**config.mk**
```make
export PLATFORM = sky130hd
export DESIGN_NAME = leitor_tabuleiro
export DESIGN_NICKNAME = d
export VERILOG_FILES = /design/src/rtl/leitor_tabuleiro.sv
export SDC_FILE = /design/constraint.sdc
export NUM_CORES = 1
export LEC_CHECK = 0
export ABC_AREA = 1
export ABC_CLOCK_PERIOD_IN_PS = 8029
export CORE_MARGIN = 4
export CORE_UTILIZATION = 40
export DETAILED_ROUTE_END_ITERATION = 7
export PLACE_DENSITY = 0.77
export SLEW_MARGIN = 20
export SYNTH_ARGS = -nofsm -noshare
export SYNTH_HDL_FRONTEND = slang
export SYNTH_SLANG_ARGS = --single-unit
```
**constraint.sdc**
```tcl
create_clock -name clk -period 8.03 [get_ports clk]
set_input_delay 0.803 -clock clk [delete_from_list [all_inputs] [get_ports clk]]
set_output_delay 0.803 -clock clk [all_outputs]
set_load 0.01 [all_outputs]
```
**src/rtl/leitor_tabuleiro.sv**
```systemverilog
// Snapshots the Sudoku board and streams its cells in index order, counting empty cells.
// Latency: first valido 2 cycles after the iniciar edge; one cell per cycle while pronto=1.
// Backpressure: while valido=1 and pronto=0, dado_saida/indice hold; iniciar outside idle is ignored.
module leitor_tabuleiro #(
    parameter int N       = 4,
    parameter int CELULAS = 81,
    parameter int IW      = 7
) (
    input  logic                 clk,
    input  logic                 rst,
    input  logic                 iniciar,
    input  logic [CELULAS*N-1:0] tabuleiro,
    output logic [N-1:0]         dado_saida,
    output logic [IW-1:0]        indice,
    output logic                 valido,
    input  logic                 pronto,
    output logic                 ocupado,
    output logic                 concluido,
    output logic [IW-1:0]        vazias
);

    typedef enum logic [1:0] {
        OCIOSO  = 2'd0,
        CAPTURA = 2'd1,
        ENVIO   = 2'd2,
        FIM     = 2'd3
    } estado_t;

    localparam logic [IW-1:0] ULTIMO = IW'(CELULAS - 1);
    localparam logic [IW-1:0] TOTAL  = IW'(CELULAS);

    estado_t       estado;
    estado_t       proximo;

    // Private copy of the board so the scan is immune to later register writes.
    logic [N-1:0]  copia [CELULAS];
    logic [IW-1:0] contagem;
    logic [IW-1:0] contagem_mais;
    logic [IW-1:0] indice_prox;

    logic          captura;
    logic          carrega;
    logic          transfere;
    logic          ultimo;

    // State register.
    always_ff @(posedge clk) begin
        if (rst) begin
            estado <= OCIOSO;
        end else begin
            estado <= proximo;
        end
    end

    // Next-state: capture and finish are single-cycle, streaming ends on the last handshake.
    always_comb begin
        proximo = estado;
        case (estado)
            OCIOSO:  if (iniciar) proximo = CAPTURA;
            CAPTURA: proximo = ENVIO;
            ENVIO:   if (ultimo) proximo = FIM;
            FIM:     proximo = OCIOSO;
            default: proximo = OCIOSO;
        endcase
    end

    // Control strobes: ENVIO with valido low is the first cycle, where cell 0 is loaded.
    always_comb begin
        captura       = (estado == CAPTURA);
        carrega       = (estado == ENVIO) && !valido;
        transfere     = (estado == ENVIO) && valido && pronto;
        ultimo        = transfere && (indice == ULTIMO);
        indice_prox   = indice + 1'b1;
        // Saturating increment so the count can never wrap past the board size.
        contagem_mais = ((dado_saida == '0) && (contagem < TOTAL)) ? contagem + 1'b1 : contagem;
    end

    // Datapath: snapshot, streamed outputs, empty-cell counter and the final report.
    always_ff @(posedge clk) begin
        if (rst) begin
            for (int i = 0; i < CELULAS; i++) begin
                copia[i] <= '0;
            end
            contagem   <= '0;
            dado_saida <= '0;
            indice     <= '0;
            valido     <= 1'b0;
            ocupado    <= 1'b0;
            concluido  <= 1'b0;
            vazias     <= '0;
        end else begin
            concluido <= 1'b0;

            if (captura) begin
                for (int i = 0; i < CELULAS; i++) begin
                    copia[i] <= tabuleiro[i*N +: N];
                end
                contagem <= '0;
                indice   <= '0;
                valido   <= 1'b0;
                ocupado  <= 1'b1;
            end

            if (carrega) begin
                valido     <= 1'b1;
                dado_saida <= copia[0];
            end

            if (transfere) begin
                contagem <= contagem_mais;
                if (ultimo) begin
                    // Count includes the cell handed over on this very edge.
                    valido    <= 1'b0;
                    ocupado   <= 1'b0;
                    concluido <= 1'b1;
                    vazias    <= contagem_mais;
                end else begin
                    indice     <= indice_prox;
                    dado_saida <= copia[indice_prox];
                end
            end
        end
    end

endmodule

```
After elaboration in Yosys (flattened, before gate mapping)
Memories as Yosys holds them, arrays and structs flattened.
Cells that the tools add are included.
{ "word_totals": {"memories": 1, "ramBits": 324, "input_bits": 328, "word_cells": 218, "regBits": 30} }
{ "memory_table": {"columns": ["name", "depth", "width", "read_ports", "rd_ports_with_merged_regs", "wr", "line_no", "text"], "rows": [
  ["copia", 81, 4, 2, 0, 81, "36", "logic [N-1:0] copia [CELULAS];"]
]} }
{ "classes": {"eq_ne": 6, "n_reduce_logical": 12, "bitwise_logic": 82, "addsub": 2, "n_mux": 106, "order_cmp": 1} }
{ "op_table": {"columns": ["operator", "count"], "rows": [
  ["$mux 4", 84],
  ["$or 1x1->1", 81],
  ["$mux 7", 6],
  ["$add 7x1->7 const B", 2],
  ["$mux 1", 13],
  ["$pmux 2 s4", 1],
  ["$eq 7x7->1 const B", 1],
  ["$lt 7x7->1 const B", 1],
  ["$logic_and 1x1->1", 5],
  ["$eq 2x2->1 const B", 2],
  ["$logic_not 4->1", 1],
  ["$mux 2", 2],
  ["$ne 2x2->1 const B", 2],
  ["$reduce_and 2->1", 2],
  ["$eq 2x1->1 const B", 1],
  ["$logic_not 2->1", 1],
  ["$reduce_bool 2->1", 1],
  ["$reduce_or 2->1", 1],
  ["$logic_not 1->1", 1],
  ["$not 1->1", 1]
]} }

Longest topological paths before layout
Gate-level depths: netlist of run 1.
{ "logic_depth": {"word_depth": 6, "depth_mapped": 17} }

Worst setup path before layout of run 1
Ideal clock, no wire load.
{ "synth_timing": {"path_kind": "input port to flip-flop", "start": "in rst", "end": "mem copia[0][0] (enable)", "arrival_ns": 6.379, "path_slack_ns": -0.766, "stages": 3, "required_time_ns": 5.613, "cell_sequence": "inv_1 -> clkbuf_1 -> nand2_1"} }
{ "synth_rtl": {"columns": ["element", "line_no", "text"], "rows": [
  ["start, declared", "10", "input logic rst,"],
  ["end, declared", "36", null]
]} }

Worst setup path in the final report of run 1
{ "layout_timing": {"start": "reg indice[0]", "end": "reg dado_saida[3]"} }
{ "layout_via": {"elab_chain_len": 4} }
{ "layout_lines": {"columns": ["element", "line_no", "text"], "rows": [
  ["start, declared", "14", "output logic [IW-1:0] indice,"],
  ["start signal, assigned", "118", "indice <= indice_prox;"],
  ["$add 7x1->7 / $eq 7x7->1 (equally long branches)", "73, 72", null],
  ["$mem_v2 81x4 / $logic_and 1x1->1 (equally long branches)", null, null],
  ["$mux 4 (*)", "111", "if (ultimo) begin"],
  ["$mux 4 (*)", "109", "if (transfere) begin"],
  ["end signal, assigned", "106", "dado_saida <= copia[0];"],
  ["end signal, assigned", "119", "dado_saida <= copia[indice_prox];"],
  ["end, declared", "13", "output logic [N-1:0] dado_saida,"]
]} }
Mark *: on every way between the ends. The rest lies on a longest branch, timed or not.
A chain may end at the register's enable or synchronous reset.

==> results of run 1 <==
[state kept, by name, indices dropped and copies added, names as in the netlist]
signal	count
dado_saida	4
estado	2
indice	7
copia	324
contagem	7
vazias	7
ocupado	1
concluido	1
valido	1
[worst min-delay path by stage]
stage / to / slack (ns) / cells past startpoint / from
floorplan: contagem[6] / 0.47 / 2 / contagem[6]
global placement: vazias[6] / 0.45 / 2 / vazias[6]
detailed placement: vazias[5] / 0.45 / 2 / vazias[5]
CTS: vazias[5] / 0.46 / 2 / vazias[5]
global route: vazias[5] / 0.48 / 2 / vazias[5]
finish: vazias[5] / 0.46 / 2 / vazias[5]
[synthesized netlist by cell type (all sizes together), types with 2 or more instances]
cell type  instances
nor3               2
clkbuf            58
nand3            180
a22o               4
o21bai             2
inv              439
o22ai              2
clkinv             2
nand4              4
xor2               6
nor2             428
a21oi             17
nand2            387
a211oi             4
buf               49
o21ai             78
ha                 7
edfxtp           324
dfxtp             30
o221ai            16
[power by group through the flow]
stage | clock, mW | sequential (mW) | combinational (mW)
after floorplan | 0 | 2.78 | 0.678
after CTS | 1.83 | 2.73 | 1.12
final | 1.79 | 2.73 | 1.11
after global placement | 0 | 2.75 | 1.09
after detailed placement | 0 | 2.77 | 1.11
after global routing | 1.90 | 2.77 | 1.26
[layout make-up]
type | instances | area [um^2] | area share
sequential | 354 | 10330 | 0.4579
multi-input combinational | 1139 | 4942 | 0.2190
timing repair buffer | 360 | 3613 | 0.1601
inverter | 441 | 1658 | 0.07346
clock buffer | 50 | 1070 | 0.04740
tap | 585 | 732.0 | 0.03243
clock inverter | 20 | 212.7 | 0.009425
antenna | 3 | 7.507 | 0.0003326
[kinds of logic (layout without fill, tap and decap cells)]
family / Yosys count / count (layout) / synth area share
buf+inv: 548 / 871 / 0.1260
other cells: 0 / 3 / 0
fa+ha+maj: 7 / 7 / 0.005034
flops: 354 / 354 / 0.5937
simple gates: 1002 / 1002 / 0.2306
compound gates: 123 / 123 / 0.04070
xor+xnor: 7 / 7 / 0.003956
[per-layer routing]
layer | vias to the layer above | part of all wire
met5 | - | 0
met4 | 0 | 0.041
met3 | 127 | 0.071
met2 | 625 | 0.48
met1 | 6482 | 0.41
li1 | 6905 | -
[placed cells by master (no fill, tap or decap), drive strengths merged, types with 3 or more instances in the layout]
cell / n
inv: 440
nor2: 428
nand2: 387
clkdlybuf4s50: 347
edfxtp: 324
nand3: 180
o21ai: 78
clkbuf: 50
dfxtp: 30
a21oi: 17
o221ai: 16
clkinv: 15
buf: 13
ha: 7
xor2: 6
nand4: 4
a211oi: 4
a22o: 4
bufinv: 4
diode: 3
[worst max-delay path, delay by kind of cell (launching register included)]
family | cells | cell delay, ns
compound gates | 2 | 0.23
buf+inv | 3 | 1.11
flops | 1 | 0.64
simple gates | 7 | 0.77
fa+ha+maj | 1 | 0.79
[metrics by stage]
stage	hold WS [ns]	instances	worst slack (ns)	instance area, um^2	utilization
after floorplan	0.4661	2041	2.565	17400	-
after global placement	0.4455	2878	4.026	21250	0.4933
after detailed placement	0.4484	2878	3.918	21250	0.4933
after CTS	0.4587	2948	4.265	22530	0.5231
after global routing	0.4822	2952	3.902	22570	0.5239
final	0.4635	2952	4.297	22570	0.5239
==> impl_metrics.json, run 1 <==
{
  "grt_pass1_vias": 14227,
  "drtIter0Drc": 1479,
  "avgSynthCellArea_um2": 8.524,
  "grt_max_degree": 265,
  "p_sw_frac": 0.2776,
  "holdCritPathClass": "reg -> reg",
  "start_util": 0.4039,
  "use_met1": 0.2498,
  "endpoint": "dado_saida[3]",
  "finClkSkew_ns": 0.01426,
  "cp_max_fo": 68,
  "ir_drop_uv": 122.0,
  "ctsHoldBuffers": 0,
  "antenna_found_initial": 3,
  "cp_cell_sequence": "inv_4 > ha_4 > inv_2 > buf_4 > nor2_1 > o21ai_0 > nand3_1 > nand3_1 > nand3_1 > nand3_1 > nand2_1 > nand2_1 > a21oi_1",
  "clkTransAtPathRegs_ns": 0.06,
  "finalHoldViolCount": 0,
  "ff2ff_setup_slack_ns": 4.30,
  "syn-cell-area_mm2": 0.01740,
  "synth-edff-count": 324,
  "ioPinCount": 349,
  "power.internal_mw": 4.072,
  "setup_viol": 0,
  "nets": 2669,
  "async_flop_share": 0,
  "pwr-share-comb": 0.197,
  "rr_endpoint": "dado_saida[3]",
  "vias": 14139,
  "drive_above_1_share": 0.03511,
  "cp-startpoint": "indice[0]",
  "cp-start-kind": "flip-flop",
  "cts_tree": "built",
  "ys_seq_elements": 354,
  "seqPwrFrac": 0.484,
  "crit_arrival_ns": 4.20,
  "grt_first_pass_wirelength_um": 73550,
  "core_mm2": 0.04308,
  "period_minus_slack_ns": 3.733,
  "synth_cell_types": 30,
  "die_area_mm2": 0.04690,
  "power.switching_mw": 1.565,
  "drc": 0,
  "dr.pass1.iters": 7,
  "synth_top_area_frac": 0.5592,
  "drv_slew": 0,
  "p_clk_frac": 0.318,
  "status": "complete, no violations",
  "die_w_um": 216.6,
  "fillCellCount": 3803,
  "hpwl_um": 32470,
  "post-cts-setup-buffers": 0,
  "synth_nets": 2376,
  "busiest_layer": "met2",
  "met3_usage": 0.03660,
  "cts-resized-gates": 0,
  "tightest_slew_ns": 1.078,
  "crit_slowest_cell": "ha_4",
  "cts_buffers": 38,
  "crit_path_frequent_cell": "nand3_1",
  "die_h_um": 216.6,
  "period_share": 0.4648,
  "grtUsageMet2": 0.3313,
  "via_per_inst": 4.790,
  "grt_usage": 0.1973,
  "num_rows": 76,
  "worst-r2r-cell-count": 13,
  "finalPower_mw": 5.637,
  "critPathKind": "reg -> reg",
  "wl_per_cell_um": 16.10,
  "final.setup.tns_ns": 0,
  "cts_max_level": 2,
  "synth-main-ff-cell": "edfxtp_1",
  "synth_area_leaders": "edfxtp_1 (56%), inv_1 (9.4%), nor2_1 (9.2%)",
  "relSlewSlack": 0.2815,
  "yosysWarningCount": 0,
  "clkLatencyLatePin_ns": 0.55,
  "clkSinkCount": 354,
  "p_per_area_mw_per_mm2": 249.8,
  "leakagePower_nw": 10.33,
  "grt_overflow": 0,
  "cp.required_ns": 8.50,
  "critPathCaptureType": "flip-flop",
  "cts_buffer_depth": 3,
  "yosysSeqAreaShare": 0.5937,
  "wl_um": 47540,
  "syn_inst": 2041,
  "port_buffers": 348,
  "slowest_delay_ns": 0.79,
  "grt_setup_unrepaired": "false",
  "area_delta_synth_final_pct": 29.72,
  "ant_nets": 0,
  "r2r_start": "indice[0]",
  "fmax_mhz": 267.9,
  "cts_root_buffer": "clkbuf_16",
  "yosysTopAreaCell": "edfxtp_1",
  "max_cap_viol_count": 0,
  "place_congestion": 0.8514
}
No activity file was read; power rests on OpenSTA's default activity.
==> inputs of run 2 (changes only) <==
--- a/config.mk
+++ b/config.mk
@@ -6,7 +6,7 @@
 export NUM_CORES = 1
 export LEC_CHECK = 0
 export ABC_AREA = 1
-export ABC_CLOCK_PERIOD_IN_PS = 8029
+export ABC_CLOCK_PERIOD_IN_PS = 3100
 export CORE_MARGIN = 4
 export CORE_UTILIZATION = 40
 export DETAILED_ROUTE_END_ITERATION = 7
==> constraint.sdc (replaced) <==
create_clock -name clk -period 3.1 [get_ports clk]
set_input_delay 0.31 -clock clk [delete_from_list [all_inputs] [get_ports clk]]
set_output_delay 0.31 -clock clk [all_outputs]
set_load 0.01 [all_outputs]
==> impl_metrics.json, run 2 (synthesis results as in run 1) <==
{
  "status": "complete, no violations",
  "ioPinCount": 349,
  "ir_drop_uv": 294.1,
  "p_per_area_mw_per_mm2": 651.8,
  "vias": 14194,
  "ant_nets": 0,
  "grt_pass1_vias": 14243,
  "cts_tree": "built",
  "clkTransAtPathRegs_ns": 0.05,
  "grt_setup_unrepaired": "false",
  "dp_slack_ns": 0.6132,
  "post-cts-setup-buffers": 0,
  "leakagePower_nw": 10.45,
  "drive_above_1_share": 0.04119,
  "min_from": "rst",
  "final_common_cell": "inv_1",
  "area_delta_synth_final_pct": 31.04,
  "finish.utilization": 0.5292,
  "cp-start-kind": "flip-flop",
  "wl_per_cell_um": 16.57,
  "antenna_found_initial": 0,
  "grt_overflow": 0,
  "ctsHoldBuffers": 0,
  "hpwl_um": 34010,
  "final.setup.tns_ns": 0,
  "grt_max_degree": 192,
  "drtIter0Drc": 1212,
  "crit_arrival_ns": 2.19,
  "cp.required_ns": 2.79,
  "finClkSkew_ns": 0.02130,
  "place_congestion": 0.8838,
  "rr_endpoint": "dado_saida[0]",
  "drc": 0,
  "fillCellCount": 3766,
  "period_minus_slack_ns": 2.501,
  "grt_first_pass_wirelength_um": 75770,
  "die_h_um": 216.6,
  "setup_viol": 0,
  "cts-resized-gates": 0,
  "num_rows": 76,
  "cp_max_fo": 68,
  "most-common-layout-cells": "inv_1 (437), nor2_1 (426), nand2_1 (385), clkdlybuf4s50_1 (347), edfxtp_1 (324)",
  "clkSinkCount": 354,
  "grt_usage": 0.2048,
  "port_buffers": 348,
  "max_cap_viol_count": 0,
  "top_layer_used": "met4",
  "cts_buffers": 39,
  "nets": 2684,
  "antennaDiodeCount": 0,
  "period_share": 0.8069,
  "cts_max_level": 2,
  "dr.pass1.iters": 6,
  "met2_length_um": 23820,
  "min_to": "estado[0]",
  "start_util": 0.4039,
  "r2r_start": "indice[0]",
  "clkLatencyLatePin_ns": 0.55,
  "ff2ff_setup_slack_ns": 0.63,
  "largest_reg_flops": 324,
  "via_per_inst": 4.789,
  "core_mm2": 0.04308,
  "cts_buffer_depth": 3,
  "wl_met3_um": 2968,
  "critPathCaptureType": "primary output",
  "wl_um": 49110,
  "wl_met1_um": 20230,
  "holdCritPathClass": "in -> reg",
  "fmax_mhz": 399.8,
  "die_area_mm2": 0.04690,
  "drv_slew": 0,
  "holdPathStages": 4,
  "worst-r2r-cell-count": 10,
  "critPathKind": "reg -> out",
  "finalHoldViolCount": 0,
  "regMostFlops": "copia",
  "cts_root_buffer": "clkbuf_16",
  "tightest_slew_ns": 0.8889,
  "die_w_um": 216.6,
  "relSlewSlack": 0.4074,
  "worst_slack_ns": 0.5986,
  "fin_hold_ws_ns": 0.3134
}
==> run 2: cell types whose count changed in the layout (fill, tap and decap cells not counted), sizes merged <==
| cell | delta |
|---|---|
| buf | +14 |
| diode | -3 |
| clkbuf | +2 |
| clkinv | -2 |
| bufinv | +1 |
==> run 2: worst max-delay path by stage <==
stage	startpoint	end	slack (ns)	cells past startpoint
after detailed placement	indice[0]	dado_saida[0]	0.61	11
final	indice[0]	indice[0]	0.60	2
after CTS	indice[0]	indice[0]	0.56	2
after global routing	indice[0]	dado_saida[3]	0.41	10
after floorplan	estado[1]	indice[5]	0.54	7
after global placement	indice[0]	dado_saida[0]	0.64	10
==> run 2: where the power goes <==
part / internal, mW / switching [mW]
Sequential: 6.70 / 0.341
Combinational: 1.13 / 1.91
Clock: 2.89 / 1.89
Total: 10.7 / 4.14
==> run 2: worst max-delay path: stages, from the launching register on <==
cell and delay [ns]:
dfxtp_4 0.38, buf_4 0.56, clkdlybuf4s50_1 0.68
==> run 2: metal layers <==
metal / track usage / up-vias
li1: - / 6929
met4: 0.08961 / 0
met1: 0.2616 / 6625
met2: 0.3482 / 525
met5: 0 / -
met3: 0.02916 / 115
==> run 2: cell type report <==
| cell class | instances | area (um^2) | area share |
|---|---|---|---|
| Tap cell | 585 | 732.0 | 0.03211 |
| Inverter | 441 | 1658 | 0.07272 |
| Clock buffer | 52 | 1087 | 0.04769 |
| Timing Repair Buffer | 374 | 3815 | 0.1673 |
| Multi-Input combinational cell | 1139 | 4942 | 0.2168 |
| Clock inverter | 19 | 230.2 | 0.01010 |
| Sequential cell | 354 | 10330 | 0.4533 |
==> run 2: metrics by stage <==
step | std cells | instance area, um^2 | power (mW)
floorplan | 2041 | 17410 | 8.840
global placement | 2893 | 21480 | 10.09
detailed placement | 2893 | 21480 | 10.20
CTS | 2964 | 22790 | 14.99
global route | 2964 | 22800 | 15.61
finish | 2964 | 22800 | 14.86
==> inputs of run 3 (changes only) <==
--- a/config.mk
+++ b/config.mk
@@ -6,7 +6,7 @@
 export NUM_CORES = 1
 export LEC_CHECK = 0
 export ABC_AREA = 1
-export ABC_CLOCK_PERIOD_IN_PS = 3100
+export ABC_CLOCK_PERIOD_IN_PS = 2100
 export CORE_MARGIN = 4
 export CORE_UTILIZATION = 40
 export DETAILED_ROUTE_END_ITERATION = 7
==> constraint.sdc (replaced) <==
create_clock -name clk -period 2.1 [get_ports clk]
set_input_delay 0.21 -clock clk [delete_from_list [all_inputs] [get_ports clk]]
set_output_delay 0.21 -clock clk [all_outputs]
set_load 0.01 [all_outputs]
==> impl_metrics.json, run 3 (synthesis results as in run 1) <==
{
  "tightest_slew_ns": 0.7453,
  "period_minus_slack_ns": 2.011,
  "cts_root_buffer": "clkbuf_16",
  "vias": 14631,
  "final_common_cell": "inv_1",
  "relSlewSlack": 0.5031,
  "clkTransAtPathRegs_ns": 0.06,
  "finalHoldViolCount": 0,
  "setup_viol": 0,
  "largest_reg_flops": 324,
  "dr.pass1.iters": 7,
  "nets": 2733,
  "hpwl_um": 35570,
  "antennaDiodeCount": 0,
  "via_per_inst": 4.856,
  "grt_overflow": 0,
  "fillCellCount": 3733,
  "wl_um": 51480,
  "port_buffers": 348,
  "worst_slack_ns": 0.08932,
  "clkLatencyLatePin_ns": 0.55,
  "fmax_mhz": 497.3,
  "fin_hold_ws_ns": 0.2222,
  "die_area_mm2": 0.04690,
  "cts_tree": "built",
  "drtIter0Drc": 1364,
  "num_rows": 76,
  "ir_drop_uv": 488.6,
  "grt_usage": 0.2085,
  "die_w_um": 216.6,
  "cts_buffers": 38,
  "holdCritPathClass": "in -> reg",
  "core_mm2": 0.04308,
  "period_share": 0.9575,
  "regMostFlops": "copia",
  "regArea_mm2": 0.01034,
  "drv_slew": 0,
  "area_delta_synth_final_pct": 36.37,
  "die_h_um": 216.6,
  "clkSinkCount": 354,
  "multi_input_area_mm2": 0.005081,
  "cts_max_level": 2,
  "crit_arrival_ns": 2.50,
  "ctsHoldBuffers": 0,
  "finClkSkew_ns": 0.02582,
  "critPathCaptureType": "flip-flop",
  "grt_first_pass_wirelength_um": 77200,
  "max_cap_viol_count": 0,
  "p_per_area_mw_per_mm2": 942.4,
  "cp-start-kind": "flip-flop",
  "start_util": 0.4039,
  "place_congestion": 0.8649,
  "ant_nets": 0,
  "drive_above_1_share": 0.07496,
  "finish.utilization": 0.5508,
  "cts_buffer_depth": 3,
  "ioPinCount": 349,
  "grt_pass1_vias": 14749,
  "critPathKind": "reg -> reg",
  "cp_max_fo": 15,
  "grt_max_degree": 99,
  "drc": 0,
  "dp_slack_ns": -0.08813,
  "antenna_found_initial": 1,
  "status": "complete, no violations",
  "wl_per_cell_um": 17.09,
  "most-common-layout-cells": "inv_1 (434), nor2_1 (424), nand2_1 (379), clkdlybuf4s50_1 (346), edfxtp_1 (324)",
  "leakagePower_nw": 10.86,
  "cp.required_ns": 2.59
}
[run 3: final cells by class]
| cell class | count | share of cell area |
|---|---|---|
| Sequential cell | 354 | 0.4359 |
| Multi-Input combinational cell | 1139 | 0.2142 |
| Timing Repair Buffer | 424 | 0.1933 |
| Inverter | 441 | 0.07051 |
| Clock buffer | 48 | 0.04520 |
| Tap cell | 585 | 0.03085 |
| Clock inverter | 22 | 0.01013 |
[run 3: path summary, 6_finish.rpt]
kind	depth (start not counted)	slack [ns]	start	to
worst max-delay path	11	0.09	indice[0]	dado_saida[3]
worst min-delay path	4	0.22	rst	estado[0]
worst max register to register	11	0.09	indice[0]	dado_saida[3]
worst min register to register	2	0.46	vazias[5]	vazias[5]
[run 3: metal layers]
metal / part of all wire / global-route usage / up-vias / wire (um)
met5: 0.00027 / 0 / - / 14
met4: 0.037 / 0.08662 / 2 / 1898
met3: 0.077 / 0.03603 / 122 / 3939
met2: 0.49 / 0.3552 / 702 / 25230
met1: 0.40 / 0.2638 / 6767 / 20400
li1: - / - / 7038 / -
[run 3: critical path: stages, from the launching register on]
cell,delay (ns)
dfxtp_4,0.38
inv_6,0.05
ha_4,0.32
buf_6,0.12
buf_6,0.15
clkbuf_16,0.19
o21ai_0,0.09
o221ai_1,0.23
nand3_1,0.13
nand3_2,0.10
nand2_1,0.06
a21oi_2,0.12
[run 3: repair_timing]
action	4_1_cts	5_1_grt
pin swaps	0	17
buffers inserted	0	15
endpoints found under the setup margin	5	4
gates cloned	2	7
resized for setup	12	58
[run 3: where the power goes]
group | total (mW) | internal, mW | switching (mW)
combinational | 4.88 | 1.93 | 2.95
sequential | 10.5 | 9.90 | 0.561
clock | 7.02 | 4.24 | 2.78
total | 22.4 | 16.1 | 6.29
[run 3: through the flow]
stage / total power [mW] / cells / instance area, um^2 / setup TNS, ns
finish: 22.36 / 3013 / 23730 / 0
global route: 23.45 / 3013 / 23730 / -0.01570
CTS: 22.24 / 2991 / 23220 / 0
detailed placement: 15.15 / 2919 / 21790 / -0.1240
global placement: 15.02 / 2919 / 21790 / -0.06628
floorplan: 13.10 / 2041 / 17490 / -53.67
